--- src/rtl/uart_fifo_os.sv ---
// uart_fifo_os: UART with TX/RX FIFOs and an oversampling receiver.
// Ports: clk/rst_n; frame cfg (char_length, stop_bits, parity_mode, baud_div);
//  tx_data/tx_load -> TX FIFO (tx_full/empty/level/busy);
//  RX FIFO head rx_data/rx_valid/flags, rx_read pop, rx_level;
//  overrun_error/ovr_clr, break_det; serial_out/serial_in line.
module uart_fifo_os #(
  parameter int FIFO_DEPTH = 16,
  parameter int OS         = 16,
  localparam int AW = $clog2(FIFO_DEPTH),
  localparam int LW = AW + 1
) (
  input  logic          clk,
  input  logic          rst_n,
  input  logic [1:0]    char_length,
  input  logic [1:0]    stop_bits,
  input  logic [1:0]    parity_mode,
  input  logic [15:0]   baud_div,
  input  logic [7:0]    tx_data,
  input  logic          tx_load,
  output logic          tx_full,
  output logic          tx_empty,
  output logic [LW-1:0] tx_level,
  output logic          tx_busy,
  output logic [7:0]    rx_data,
  output logic          rx_valid,
  input  logic          rx_read,
  output logic          rx_framing_err,
  output logic          rx_parity_err,
  output logic [LW-1:0] rx_level,
  output logic          overrun_error,
  input  logic          ovr_clr,
  output logic          break_det,
  output logic          serial_out,
  input  logic          serial_in
);

  localparam int CW = $clog2(2 * OS) + 1;

  typedef enum logic [2:0] {
    S_IDLE, S_START, S_DATA, S_PAR, S_STOP
  } st_e;

  function automatic logic [7:0] dmask(input logic [1:0] cl);
    return 8'hFF >> (2'd3 - cl);
  endfunction

  // ---------------- prescaler
  logic [15:0] presc_q;
  logic        tick;

  // >= keeps a lowered baud_div from waiting out a full wrap
  assign tick = (presc_q >= baud_div);

  always_ff @(posedge clk or negedge rst_n) begin
    if (!rst_n) presc_q <= '0;
    else        presc_q <= tick ? '0 : presc_q + 16'd1;
  end

  // ---------------- TX FIFO
  logic [7:0]    txm [FIFO_DEPTH];
  logic [AW-1:0] txw_q, txr_q;
  logic [LW-1:0] txc_q;
  logic          tx_push, tx_pop;
  logic [7:0]    tx_head;
  logic          tx_head_par;

  assign tx_full  = (txc_q == LW'(FIFO_DEPTH));
  assign tx_empty = (txc_q == '0);
  assign tx_level = txc_q;
  assign tx_push  = tx_load && !tx_full;

  assign tx_head     = txm[txr_q] & dmask(char_length);
  assign tx_head_par = (parity_mode == 2'b01) ? ~^tx_head : ^tx_head;

  always_ff @(posedge clk) begin
    if (tx_push) txm[txw_q] <= tx_data;
  end

  always_ff @(posedge clk or negedge rst_n) begin
    if (!rst_n) begin
      txw_q <= '0;
      txr_q <= '0;
      txc_q <= '0;
    end else begin
      if (tx_push) txw_q <= txw_q + AW'(1);
      if (tx_pop)  txr_q <= txr_q + AW'(1);
      txc_q <= txc_q + LW'(tx_push) - LW'(tx_pop);
    end
  end

  // ---------------- TX FSM
  st_e           tx_st_q;
  logic [CW-1:0] tx_cnt_q;
  logic [2:0]    tx_bit_q;
  logic [7:0]    tx_sh_q;
  logic [1:0]    tx_cl_q, tx_sb_q;
  logic          tx_pen_q, tx_pbit_q;
  logic          so_q, busy_q;
  logic [CW-1:0] tx_stop_last;
  logic          tx_bit_end, tx_stop_end;
  logic [2:0]    tx_last;

  always_comb begin
    case (tx_sb_q)
      2'b00:   tx_stop_last = CW'(OS - 1);
      2'b01:   tx_stop_last = CW'(OS * 3 / 2 - 1);
      default: tx_stop_last = CW'(2 * OS - 1);
    endcase
  end

  assign tx_bit_end  = (tx_cnt_q == CW'(OS - 1));
  assign tx_stop_end = (tx_cnt_q == tx_stop_last);
  assign tx_last     = 3'd4 + {1'b0, tx_cl_q};

  // pop at idle or exactly at the end of a stop bit: no gap
  assign tx_pop = tick && !tx_empty &&
                  (tx_st_q == S_IDLE ||
                   (tx_st_q == S_STOP && tx_stop_end));

  always_ff @(posedge clk or negedge rst_n) begin
    if (!rst_n) begin
      tx_st_q   <= S_IDLE;
      tx_cnt_q  <= '0;
      tx_bit_q  <= '0;
      tx_sh_q   <= '0;
      tx_cl_q   <= '0;
      tx_sb_q   <= '0;
      tx_pen_q  <= 1'b0;
      tx_pbit_q <= 1'b0;
      so_q      <= 1'b1;
      busy_q    <= 1'b0;
    end else if (tick) begin
      tx_cnt_q <= tx_cnt_q + CW'(1);
      unique case (tx_st_q)
        S_IDLE: tx_cnt_q <= '0;
        S_START: begin
          if (tx_bit_end) begin
            tx_st_q  <= S_DATA;
            tx_cnt_q <= '0;
            tx_bit_q <= '0;
            so_q     <= tx_sh_q[0];
          end
        end
        S_DATA: begin
          if (tx_bit_end) begin
            tx_cnt_q <= '0;
            if (tx_bit_q == tx_last) begin
              tx_st_q <= tx_pen_q ? S_PAR : S_STOP;
              so_q    <= tx_pen_q ? tx_pbit_q : 1'b1;
            end else begin
              tx_bit_q <= tx_bit_q + 3'd1;
              tx_sh_q  <= tx_sh_q >> 1;
              so_q     <= tx_sh_q[1];
            end
          end
        end
        S_PAR: begin
          if (tx_bit_end) begin
            tx_st_q  <= S_STOP;
            tx_cnt_q <= '0;
            so_q     <= 1'b1;
          end
        end
        S_STOP: begin
          if (tx_stop_end) begin
            tx_st_q  <= S_IDLE;
            tx_cnt_q <= '0;
            so_q     <= 1'b1;
            busy_q   <= 1'b0;
          end
        end
        default: tx_st_q <= S_IDLE;
      endcase
      // a new character overrides the idle/stop exit above
      if (tx_pop) begin
        tx_st_q   <= S_START;
        tx_cnt_q  <= '0;
        tx_sh_q   <= tx_head;
        tx_cl_q   <= char_length;
        tx_sb_q   <= stop_bits;
        tx_pen_q  <= ^parity_mode;
        tx_pbit_q <= tx_head_par;
        so_q      <= 1'b0;
        busy_q    <= 1'b1;
      end
    end
  end

  assign serial_out = so_q;
  assign tx_busy    = busy_q;

  // ---------------- RX synchronizer
  logic [1:0] sync_q;
  logic       rx_s;

  always_ff @(posedge clk or negedge rst_n) begin
    if (!rst_n) sync_q <= 2'b11;
    else        sync_q <= {sync_q[0], serial_in};
  end

  assign rx_s = sync_q[1];

  // ---------------- RX FSM
  st_e           rx_st_q;
  logic [CW-1:0] rx_cnt_q;
  logic [2:0]    rx_bit_q;
  logic [7:0]    rx_sh_q;
  logic [1:0]    rx_cl_q, rx_pm_q;
  logic          rx_pbit_q, rx_hold_q;
  logic          push_q, brk_q;
  logic [9:0]    pdat_q;
  logic          rx_pen, rx_bit_end, rx_perr;

  assign rx_pen     = ^rx_pm_q;
  assign rx_bit_end = (rx_cnt_q == CW'(OS - 1));
  assign rx_perr    = rx_pen &
                      (^rx_sh_q ^ rx_pbit_q ^ (rx_pm_q == 2'b01));

  always_ff @(posedge clk or negedge rst_n) begin
    if (!rst_n) begin
      rx_st_q   <= S_IDLE;
      rx_cnt_q  <= '0;
      rx_bit_q  <= '0;
      rx_sh_q   <= '0;
      rx_cl_q   <= '0;
      rx_pm_q   <= '0;
      rx_pbit_q <= 1'b0;
      rx_hold_q <= 1'b0;
      push_q    <= 1'b0;
      brk_q     <= 1'b0;
      pdat_q    <= '0;
    end else begin
      push_q <= 1'b0;
      brk_q  <= 1'b0;
      if (tick) begin
        rx_cnt_q <= rx_cnt_q + CW'(1);
        unique case (rx_st_q)
          S_IDLE: begin
            rx_cnt_q <= '0;
            if (rx_hold_q) begin
              if (rx_s) rx_hold_q <= 1'b0;
            end else if (!rx_s) begin
              rx_st_q   <= S_START;
              rx_sh_q   <= '0;
              rx_pbit_q <= 1'b0;
              rx_cl_q   <= char_length;
              rx_pm_q   <= parity_mode;
            end
          end
          S_START: begin
            // this tick is OS/2-1 ticks past detection
            if (rx_cnt_q == CW'(OS / 2 - 2)) begin
              rx_cnt_q <= '0;
              rx_bit_q <= '0;
              rx_st_q  <= rx_s ? S_IDLE : S_DATA;
            end
          end
          S_DATA: begin
            if (rx_bit_end) begin
              rx_cnt_q          <= '0;
              rx_sh_q[rx_bit_q] <= rx_s;
              if (rx_bit_q == 3'd4 + {1'b0, rx_cl_q})
                rx_st_q <= rx_pen ? S_PAR : S_STOP;
              else
                rx_bit_q <= rx_bit_q + 3'd1;
            end
          end
          S_PAR: begin
            if (rx_bit_end) begin
              rx_cnt_q  <= '0;
              rx_pbit_q <= rx_s;
              rx_st_q   <= S_STOP;
            end
          end
          S_STOP: begin
            if (rx_bit_end) begin
              rx_cnt_q <= '0;
              rx_st_q  <= S_IDLE;
              push_q   <= 1'b1;
              pdat_q   <= {rx_perr, ~rx_s, rx_sh_q};
              if (rx_sh_q == 8'd0 && !rx_pbit_q && !rx_s) begin
                brk_q     <= 1'b1;
                rx_hold_q <= 1'b1;
              end
            end
          end
          default: rx_st_q <= S_IDLE;
        endcase
      end
    end
  end

  assign break_det = brk_q;

  // ---------------- RX FIFO
  logic [9:0]    rxm [FIFO_DEPTH];
  logic [AW-1:0] rxw_q, rxr_q;
  logic [LW-1:0] rxc_q;
  logic          ovr_q;
  logic          rx_full, rx_pop, rx_wr, rx_ovf;
  logic [9:0]    rx_head;

  assign rx_full = (rxc_q == LW'(FIFO_DEPTH));
  assign rx_pop  = rx_read && rx_valid;
  // a same-cycle pop frees the slot the push needs
  assign rx_wr   = push_q && (!rx_full || rx_pop);
  assign rx_ovf  = push_q && rx_full && !rx_pop;

  always_ff @(posedge clk) begin
    if (rx_wr) rxm[rxw_q] <= pdat_q;
  end

  always_ff @(posedge clk or negedge rst_n) begin
    if (!rst_n) begin
      rxw_q <= '0;
      rxr_q <= '0;
      rxc_q <= '0;
      ovr_q <= 1'b0;
    end else begin
      if (rx_wr)  rxw_q <= rxw_q + AW'(1);
      if (rx_pop) rxr_q <= rxr_q + AW'(1);
      rxc_q <= rxc_q + LW'(rx_wr) - LW'(rx_pop);
      if (ovr_clr)     ovr_q <= 1'b0;
      else if (rx_ovf) ovr_q <= 1'b1;
    end
  end

  assign rx_valid       = (rxc_q != '0);
  assign rx_level       = rxc_q;
  assign rx_head        = rx_valid ? rxm[rxr_q] : 10'd0;
  assign rx_data        = rx_head[7:0];
  assign rx_framing_err = rx_head[8];
  assign rx_parity_err  = rx_head[9];
  assign overrun_error  = ovr_q;

endmodule

--- config.mk ---
export PLATFORM = sky130hd
export DESIGN_NAME = uart_fifo_os
export DESIGN_NICKNAME = d
export VERILOG_FILES = /design/src/rtl/uart_fifo_os.sv
export SDC_FILE = /design/constraint.sdc
export NUM_CORES = 1
export LEC_CHECK = 0
export CORE_ASPECT_RATIO = 0.6
export CORE_MARGIN = 3
export CORE_UTILIZATION = 60
export DETAILED_ROUTE_END_ITERATION = 12
export PLACE_DENSITY_LB_ADDON = 0.15
export SLEW_MARGIN = 20
export SYNTH_ARGS = -nofsm -noshare
export SYNTH_HDL_FRONTEND = slang
export SYNTH_SLANG_ARGS = --single-unit
--- constraint.sdc ---
create_clock -name clk -period 8.2 [get_ports clk]
set_input_delay 0.82 -clock clk [delete_from_list [all_inputs] [get_ports clk]]
set_output_delay 0.82 -clock clk [all_outputs]
set_load 0.01 [all_outputs]
### Word-level counts from Yosys, hierarchy flattened

Memories as Yosys holds them, arrays and structs flattened.
Index checks and enable logic that the tools add are counted.

* output and inout bits: 27
* register bits: 111
* input port bits: 36
* memories: 2
* memory bits (writable): 288
* logic and storage cells: 233

Memory list
* rxm: words 16, width 10, read ports 1, clocked after Yosys merged registers in 0, write ports 1, line 296 `logic [9:0] rxm [FIFO_DEPTH];`
* txm: words 16, width 8, read ports 1, clocked after Yosys merged registers in 0, write ports 1, line 60 `logic [7:0] txm [FIFO_DEPTH];`

* magnitude comparators: 3
* shifts and indexed selects: 1
* equal/unequal tests: 38
* reductions and logical operators: 56
* bitwise operators: 6
* mux-type cells: 81
* $add $sub $neg: 16

Operators with widths (count)
* two-way mux 3 bit: 21
* two-way mux 8 bit: 7
* case mux 6 bit (3 select lines): 2
* two-way mux 1 bit: 32
* two-way mux 6 bit: 5
* case mux 3 bit (5 select lines): 2
* inequality test 2 bit, second input constant: 14
* AND reduction 5 bit: 4
* nonzero test 2 bit: 10
* adder 16 x 1 -> 16 bit, second input constant: 1
* adder 4 x 1 -> 4 bit, second input constant: 4
* >= comparator 16 bit: 1
* two-way mux 16 bit: 1
* case mux 8 bit (2 select lines): 1
* parity 8 bit: 2
* inequality test 3 bit, second input constant: 5
* adder 6 x 1 -> 6 bit, second input constant: 2
* equality test 3 x 2 -> 1 bit, second input constant: 4
* equality test 6 x 4 -> 1 bit, second input constant: 2
* case mux 3 bit (2 select lines): 2
* AND reduction 4 bit: 3
* logical AND 1 bit: 11
* adder 5 x 1 -> 5 bit: 2
* equality test 5 bit, second input constant: 2
* other kinds (39): 61

### Logic depth before layout (Yosys ltp)

* depth in word-level cells: 8
* depth in mapped cells: 21
* mapped depth without buffers: 20

### Worst setup path before layout

OpenSTA, ideal clock, no wires.

* kind: input to register
* from: input port baud_div[0]
* to: register txc_q[4], in the netlist tx_level[4]
* data arrival time: 3.805 ns
* stages: 20
* path slack: 4.270 ns
* path through: ha_1 -> nand2b_1 -> a21o_1 -> a21o_1 -> a21oi_1 -> o211ai_1 -> a221o_1 -> clkbuf_1 -> nand2_1 -> inv_2 -> ha_1 -> inv_1 -> ha_1 -> inv_1 -> fa_1 -> inv_1 -> a21oi_1 -> nor2_1 -> nor2_1 -> xnor2_1

* word-level cells in the longest chain between the ends: 4

RTL lines
* start, declared: line 17 `input logic [15:0] baud_div,`
* >= comparator 16 bit: line 52 `assign tick = (presc_q >= baud_div);`
* logical AND 1 bit (2 in series): line 116 `assign tx_pop = tick && !tx_empty &&`
* net tx_pop: line 63 `logic tx_push, tx_pop;`
* subtractor 5 x 1 -> 5 bit: line 87 `txc_q <= txc_q + LW'(tx_push) - LW'(tx_pop);`
* end signal, assigned: line 87
* end, declared: line 62 `logic [LW-1:0] txc_q;`

The timed path passes the listed nets, and every way through them passes these cells.
A chain may end at the register's enable or synchronous reset.

### Worst setup path in the final report

* from: input port baud_div[9]
* to: register txc_q[4], in the netlist tx_level[4]

The elaborated chain is that of the path after synthesis.

==> results.py <==
metrics = {
    "clocking": {
        "tritoncts": "yes",
        "post-cts-setup-buffer-count": 0,
        "cts_htree_levels": 2,
        "postCtsResizedCells": 0,
        "clock_latency_at_the_later_pin_of_the_worst_skew_pair_ns": 0.53,
        "cts.path.max_buffers": 3,
        "clockRootBuffer": "sky130_fd_sc_hd__clkbuf_16",
        "clock-sinks": 399,
        "cts_hold_buffers": 0,
        "path_clk_slew_ns": 0.07,
        "cts_inserted_buffers": 36,
    },
    "worst_hold_path": {
        "timing.hold.worst.class": "in2async",
    },
    "final_layout": {
        "synthToLayoutAreaGrowth_pct": 12.71,
        "antenna-diode-count": 0,
        "final_nets": 1297,
        "layout.cell_area.non_filler_um2": 19660,
        "final_layout_size_suffix_gt1_frac": 0.1424,
        "num-fill-cells": 1835,
        "fin_cells": 1603,
    },
    "run_status": {
        "status": "completed",
    },
    "logic_synthesis": {
        "postSynthCellCount": 1132,
        "postSynthRegisterBits": 399,
        "synth.cell_area_um2": 17450,
        "yosys.area_share.xor_xnor": 0.02589,
        "synth.net_count": 1220,
        "combinational_family_with_the_most_area_after_synthesis": "multiplexers",
        "synth_enable_flop_cells": 288,
        "synthAdderAreaFrac": 0.03815,
        "synthArstFlopShare": 0.2782,
        "portion_of_netlist_area_occupied_by_mux_cells": 0.1248,
        "synth-compound-area-share": 0.05601,
        "synth-simple-area-share": 0.07085,
        "yosys_warnings": 0,
        "synth.distinct_cells": 65,
        "syn-mean-instance-area_um2": 15.41,
        "ys_dominant_reg_cell": "sky130_fd_sc_hd__edfxtp_1",
        "synth.yosys.seq_area_share": 0.6551,
    },
    "global_routing": {
        "grt_util_met1": 0.4140,
        "globalRoute.busiestLayer": "met1",
        "antenna_found_initial": 0,
        "grt_use_met3": 0.05932,
        "vias_in_the_first_global_route": 9607,
        "grt_overflow": 0,
        "largest_net_degree_at_the_start_of_global_routing": 62,
        "grt.total_usage": 0.2396,
        "use_met2": 0.3095,
        "grt_pass1_wl_mm": 57.17,
    },
    "worst_setup_path": {
        "cp-startpoint": "baud_div[9]",
        "regToRegSetupSlack_ns": 4.11,
        "reg2reg_to": "tx_level[4]$_DFF_PN0_",
        "crit_required_ns": 8.61,
        "worst_setup_path_start_kind": "primary input",
        "arrival_ns": 4.66,
        "worst-r2r-cell-count": 21,
        "worstPathMaxFanout": 28,
        "critical_path_class": "in2reg",
        "worst_r2r_startpoint": "presc_q[0]$_DFF_PN0_",
        "worst_setup_path_end_kind": "flop",
    },
    "route": {
        "detailroute.via_count": 9993,
        "dr.pass1.iters": 5,
        "drc": 0,
        "drt-vias-per-instance": 6.234,
        "route.antenna.remaining_nets": 0,
        "number_of_design_rule_violations_left_by_the_first_detailed_router_iteration": 1063,
        "drt-wirelength-per-cell_um": 22.84,
        "total_wirelength_mm": 36.61,
    },
    "power": {
        "cellPowerDensity_nw_per_um2": 280.6,
        "totalPowerFinal_mw": 5.518,
        "p_leak_nw": 7.513,
        "worst_ir_drop_vdd_mv": 0.1737,
    },
    "sta": {
        "total_negative_slack_ns": 0,
        "final_min_period_over_clock_period": 0.5178,
        "maxClockFrequency_ghz": 0.2355,
        "timing.clock.skew_ns": 0.02402,
        "worst-slew-pin-transition_ns": 1.087,
        "timing.final.crit_period_ns": 4.246,
        "maxSlewHeadroom": 0.2752,
        "unrepaired_setup_endpoints_after_global_routing": "no",
        "fin_ws_ns": 3.954,
        "timing.final.setup_violations": 0,
        "timing.final.hold_violations": 0,
        "final_max_slew_viol_count": 0,
    },
    "placement": {
        "globalplace.congestion": 0.8120,
        "hpwlAfterDp_mm": 24.05,
        "pre_cts_ws_ns": 3.383,
        "place.detailed.instances": 1538,
        "postPlaceCellArea_um2": 18510,
        "placement.io_buffers": 62,
    },
    "floorplan": {
        "design.die.area_um2": 31230,
        "die_w_um": 226.1,
        "die-height_um": 138.1,
        "initial_core_util": 0.6207,
        "floorplan.core_area_um2": 28110,
        "io_pins": 63,
        "rows": 47,
    },
    "flow_run": {
        "max_cap_check_violation_count": 0,
    },
}
==> critical path, cell delays in order <==
cell	delay, ns
sky130_fd_sc_hd__clkdlybuf4s50_1	0.45
sky130_fd_sc_hd__inv_1	0.04
sky130_fd_sc_hd__ha_1	0.30
sky130_fd_sc_hd__a21o_1	0.18
sky130_fd_sc_hd__a21o_1	0.17
sky130_fd_sc_hd__a21oi_1	0.18
sky130_fd_sc_hd__o211ai_1	0.18
sky130_fd_sc_hd__a221o_1	0.38
sky130_fd_sc_hd__buf_4	0.24
sky130_fd_sc_hd__nand2_1	0.20
sky130_fd_sc_hd__inv_2	0.16
sky130_fd_sc_hd__ha_1	0.30
sky130_fd_sc_hd__inv_1	0.06
sky130_fd_sc_hd__ha_1	0.15
sky130_fd_sc_hd__inv_1	0.05
sky130_fd_sc_hd__fa_1	0.39
sky130_fd_sc_hd__inv_1	0.07
sky130_fd_sc_hd__a21oi_1	0.07
sky130_fd_sc_hd__nor2_1	0.09
sky130_fd_sc_hd__nor2_1	0.05
sky130_fd_sc_hd__xnor2_1	0.11
==> synthesized netlist by cell type, types with 4 or more instances <==
| cell type | instances | share of area |
|---|---|---|
| sky130_fd_sc_hd__o21ai_1 | 10 | 0.0029 |
| sky130_fd_sc_hd__o41ai_1 | 4 | 0.0020 |
| sky130_fd_sc_hd__nand2_1 | 52 | 0.011 |
| sky130_fd_sc_hd__nand2b_1 | 12 | 0.0043 |
| sky130_fd_sc_hd__nand3_1 | 22 | 0.0063 |
| sky130_fd_sc_hd__mux4_1 | 7 | 0.011 |
| sky130_fd_sc_hd__nor3_1 | 17 | 0.0049 |
| sky130_fd_sc_hd__a22oi_1 | 11 | 0.0047 |
| sky130_fd_sc_hd__o22ai_1 | 11 | 0.0039 |
| sky130_fd_sc_hd__a21o_1 | 11 | 0.0047 |
| sky130_fd_sc_hd__or2_2 | 4 | 0.0014 |
| sky130_fd_sc_hd__mux2_1 | 15 | 0.0097 |
| sky130_fd_sc_hd__clkbuf_1 | 32 | 0.0069 |
| sky130_fd_sc_hd__mux2i_1 | 27 | 0.015 |
| sky130_fd_sc_hd__buf_2 | 6 | 0.0017 |
| sky130_fd_sc_hd__xnor2_1 | 36 | 0.018 |
| sky130_fd_sc_hd__buf_1 | 10 | 0.0022 |
| sky130_fd_sc_hd__dfrtp_1 | 108 | 0.15 |
| sky130_fd_sc_hd__nand3b_1 | 4 | 0.0017 |
| sky130_fd_sc_hd__nand4_1 | 10 | 0.0036 |
| sky130_fd_sc_hd__nor2b_1 | 18 | 0.0065 |
| sky130_fd_sc_hd__o2bb2ai_1 | 7 | 0.0035 |
| sky130_fd_sc_hd__o21ai_0 | 21 | 0.0060 |
| sky130_fd_sc_hd__or3_1 | 5 | 0.0018 |
| sky130_fd_sc_hd__mux4_2 | 66 | 0.085 |
| sky130_fd_sc_hd__a21oi_1 | 24 | 0.0069 |
| sky130_fd_sc_hd__o31ai_1 | 8 | 0.0034 |
| sky130_fd_sc_hd__a221oi_1 | 11 | 0.0055 |
| sky130_fd_sc_hd__edfxtp_1 | 288 | 0.50 |
| sky130_fd_sc_hd__nor4b_1 | 11 | 0.0055 |
| sky130_fd_sc_hd__inv_1 | 66 | 0.014 |
| sky130_fd_sc_hd__mux2_2 | 6 | 0.0039 |
| sky130_fd_sc_hd__and3_1 | 6 | 0.0022 |
| sky130_fd_sc_hd__ha_1 | 50 | 0.036 |
| sky130_fd_sc_hd__nor2_1 | 72 | 0.015 |
| sky130_fd_sc_hd__xor2_1 | 13 | 0.0065 |
==> worst max path at each step <==
| stage | to | cells past startpoint |
|---|---|---|
| 3_3_place_gp | tx_level[4]$_DFF_PN0_ | 21 |
| 5_1_grt | tx_level[4]$_DFF_PN0_ | 21 |
| 4_1_cts | rx_data[7] | 5 |
| 6_report | tx_level[4]$_DFF_PN0_ | 21 |
| 3_5_place_dp | tx_level[4]$_DFF_PN0_ | 21 |
| 2_1_floorplan | tx_level[4]$_DFF_PN0_ | 20 |
==> placed cells by master, fill, tap and decap left out, types with 8 or more instances in the layout <==
| cell | Yosys | final |
|---|---|---|
| sky130_fd_sc_hd__a21o_1 | 11 | 11 |
| sky130_fd_sc_hd__a21oi_1 | 24 | 24 |
| sky130_fd_sc_hd__a221oi_1 | 11 | 11 |
| sky130_fd_sc_hd__a22oi_1 | 11 | 11 |
| sky130_fd_sc_hd__buf_4 | 1 | 31 |
| sky130_fd_sc_hd__clkbuf_16 | 0 | 36 |
| sky130_fd_sc_hd__clkdlybuf4s50_1 | 0 | 61 |
| sky130_fd_sc_hd__clkinv_2 | 0 | 8 |
| sky130_fd_sc_hd__dfrtp_1 | 108 | 105 |
| sky130_fd_sc_hd__edfxtp_1 | 288 | 288 |
| sky130_fd_sc_hd__ha_1 | 50 | 50 |
| sky130_fd_sc_hd__inv_1 | 66 | 66 |
| sky130_fd_sc_hd__mux2_1 | 15 | 15 |
| sky130_fd_sc_hd__mux2i_1 | 27 | 27 |
| sky130_fd_sc_hd__mux4_2 | 66 | 66 |
| sky130_fd_sc_hd__nand2_1 | 52 | 52 |
| sky130_fd_sc_hd__nand2b_1 | 12 | 12 |
| sky130_fd_sc_hd__nand3_1 | 22 | 22 |
| sky130_fd_sc_hd__nand4_1 | 10 | 10 |
| sky130_fd_sc_hd__nor2_1 | 72 | 71 |
| sky130_fd_sc_hd__nor2b_1 | 18 | 18 |
| sky130_fd_sc_hd__nor3_1 | 17 | 17 |
| sky130_fd_sc_hd__nor4b_1 | 11 | 10 |
| sky130_fd_sc_hd__o21ai_0 | 21 | 21 |
| sky130_fd_sc_hd__o21ai_1 | 10 | 10 |
| sky130_fd_sc_hd__o22ai_1 | 11 | 11 |
| sky130_fd_sc_hd__o31ai_1 | 8 | 8 |
| sky130_fd_sc_hd__xnor2_1 | 36 | 36 |
| sky130_fd_sc_hd__xor2_1 | 13 | 13 |
==> per-stage QoR <==
step                utilization  hold slack [ns]
global route             0.6995           0.3639
detailed placement       0.6586           0.3512
global placement         0.6586           0.3474
CTS                      0.6995           0.3334
finish                   0.6995           0.3191
floorplan                     -           0.3452
==> cells by family (layout without fill, tap and decap cells) <==
logic type,Yosys count,count (layout)
and+or+nand+nor,247,247
adders and majority gates,52,52
xor gates and xnor gates,50,50
buffers and inverters,120,224
DFF,399,399
muxes,121,121
AOI/OAI and AO/OA,143,143
==> layer usage <==
layer / up-vias / wire, um
li1: 4465 / -
met1: 5060 / 17830
met2: 426 / 14770
met3: 42 / 3580
met4: 0 / 433
met5: - / 0
==> registers in the layout, summed over array words and instances (netlist names), 2 cells and up <==
signal    count
pdat_q       10
presc_q      16
rx_bit_q      3
rx_cl_q       2
rx_cnt_q      6
rx_level      5
rx_pm_q       2
rx_sh_q       8
rx_st_q       3
rxm         160
rxr_q         4
rxw_q         4
sync_q        2
tx_bit_q      3
tx_cl_q       2
tx_cnt_q      6
tx_level      5
tx_sb_q       2
tx_sh_q       8
tx_st_q       3
txm         128
txr_q         4
txw_q         4
==> cell type report <==
type	count	area [um2]	share of cell area
inverter	67	251.5	0.01279
clock buffer	46	975.9	0.04963
sequential	399	11430	0.5814
clock inverter	19	172.7	0.008781
timing repair buffer	92	843.3	0.04289
multi-input combinational	613	5528	0.2811
tap	367	459.2	0.02335
==> report_power, final <==
part | switching, mW | internal [mW] | leakage (nW)
Clock | 0.731 | 0.916 | 0.563
Sequential | 0.211 | 2.36 | 4.24
Combinational | 0.669 | 0.635 | 2.71
No activity file was read; power rests on OpenSTA's default activity.
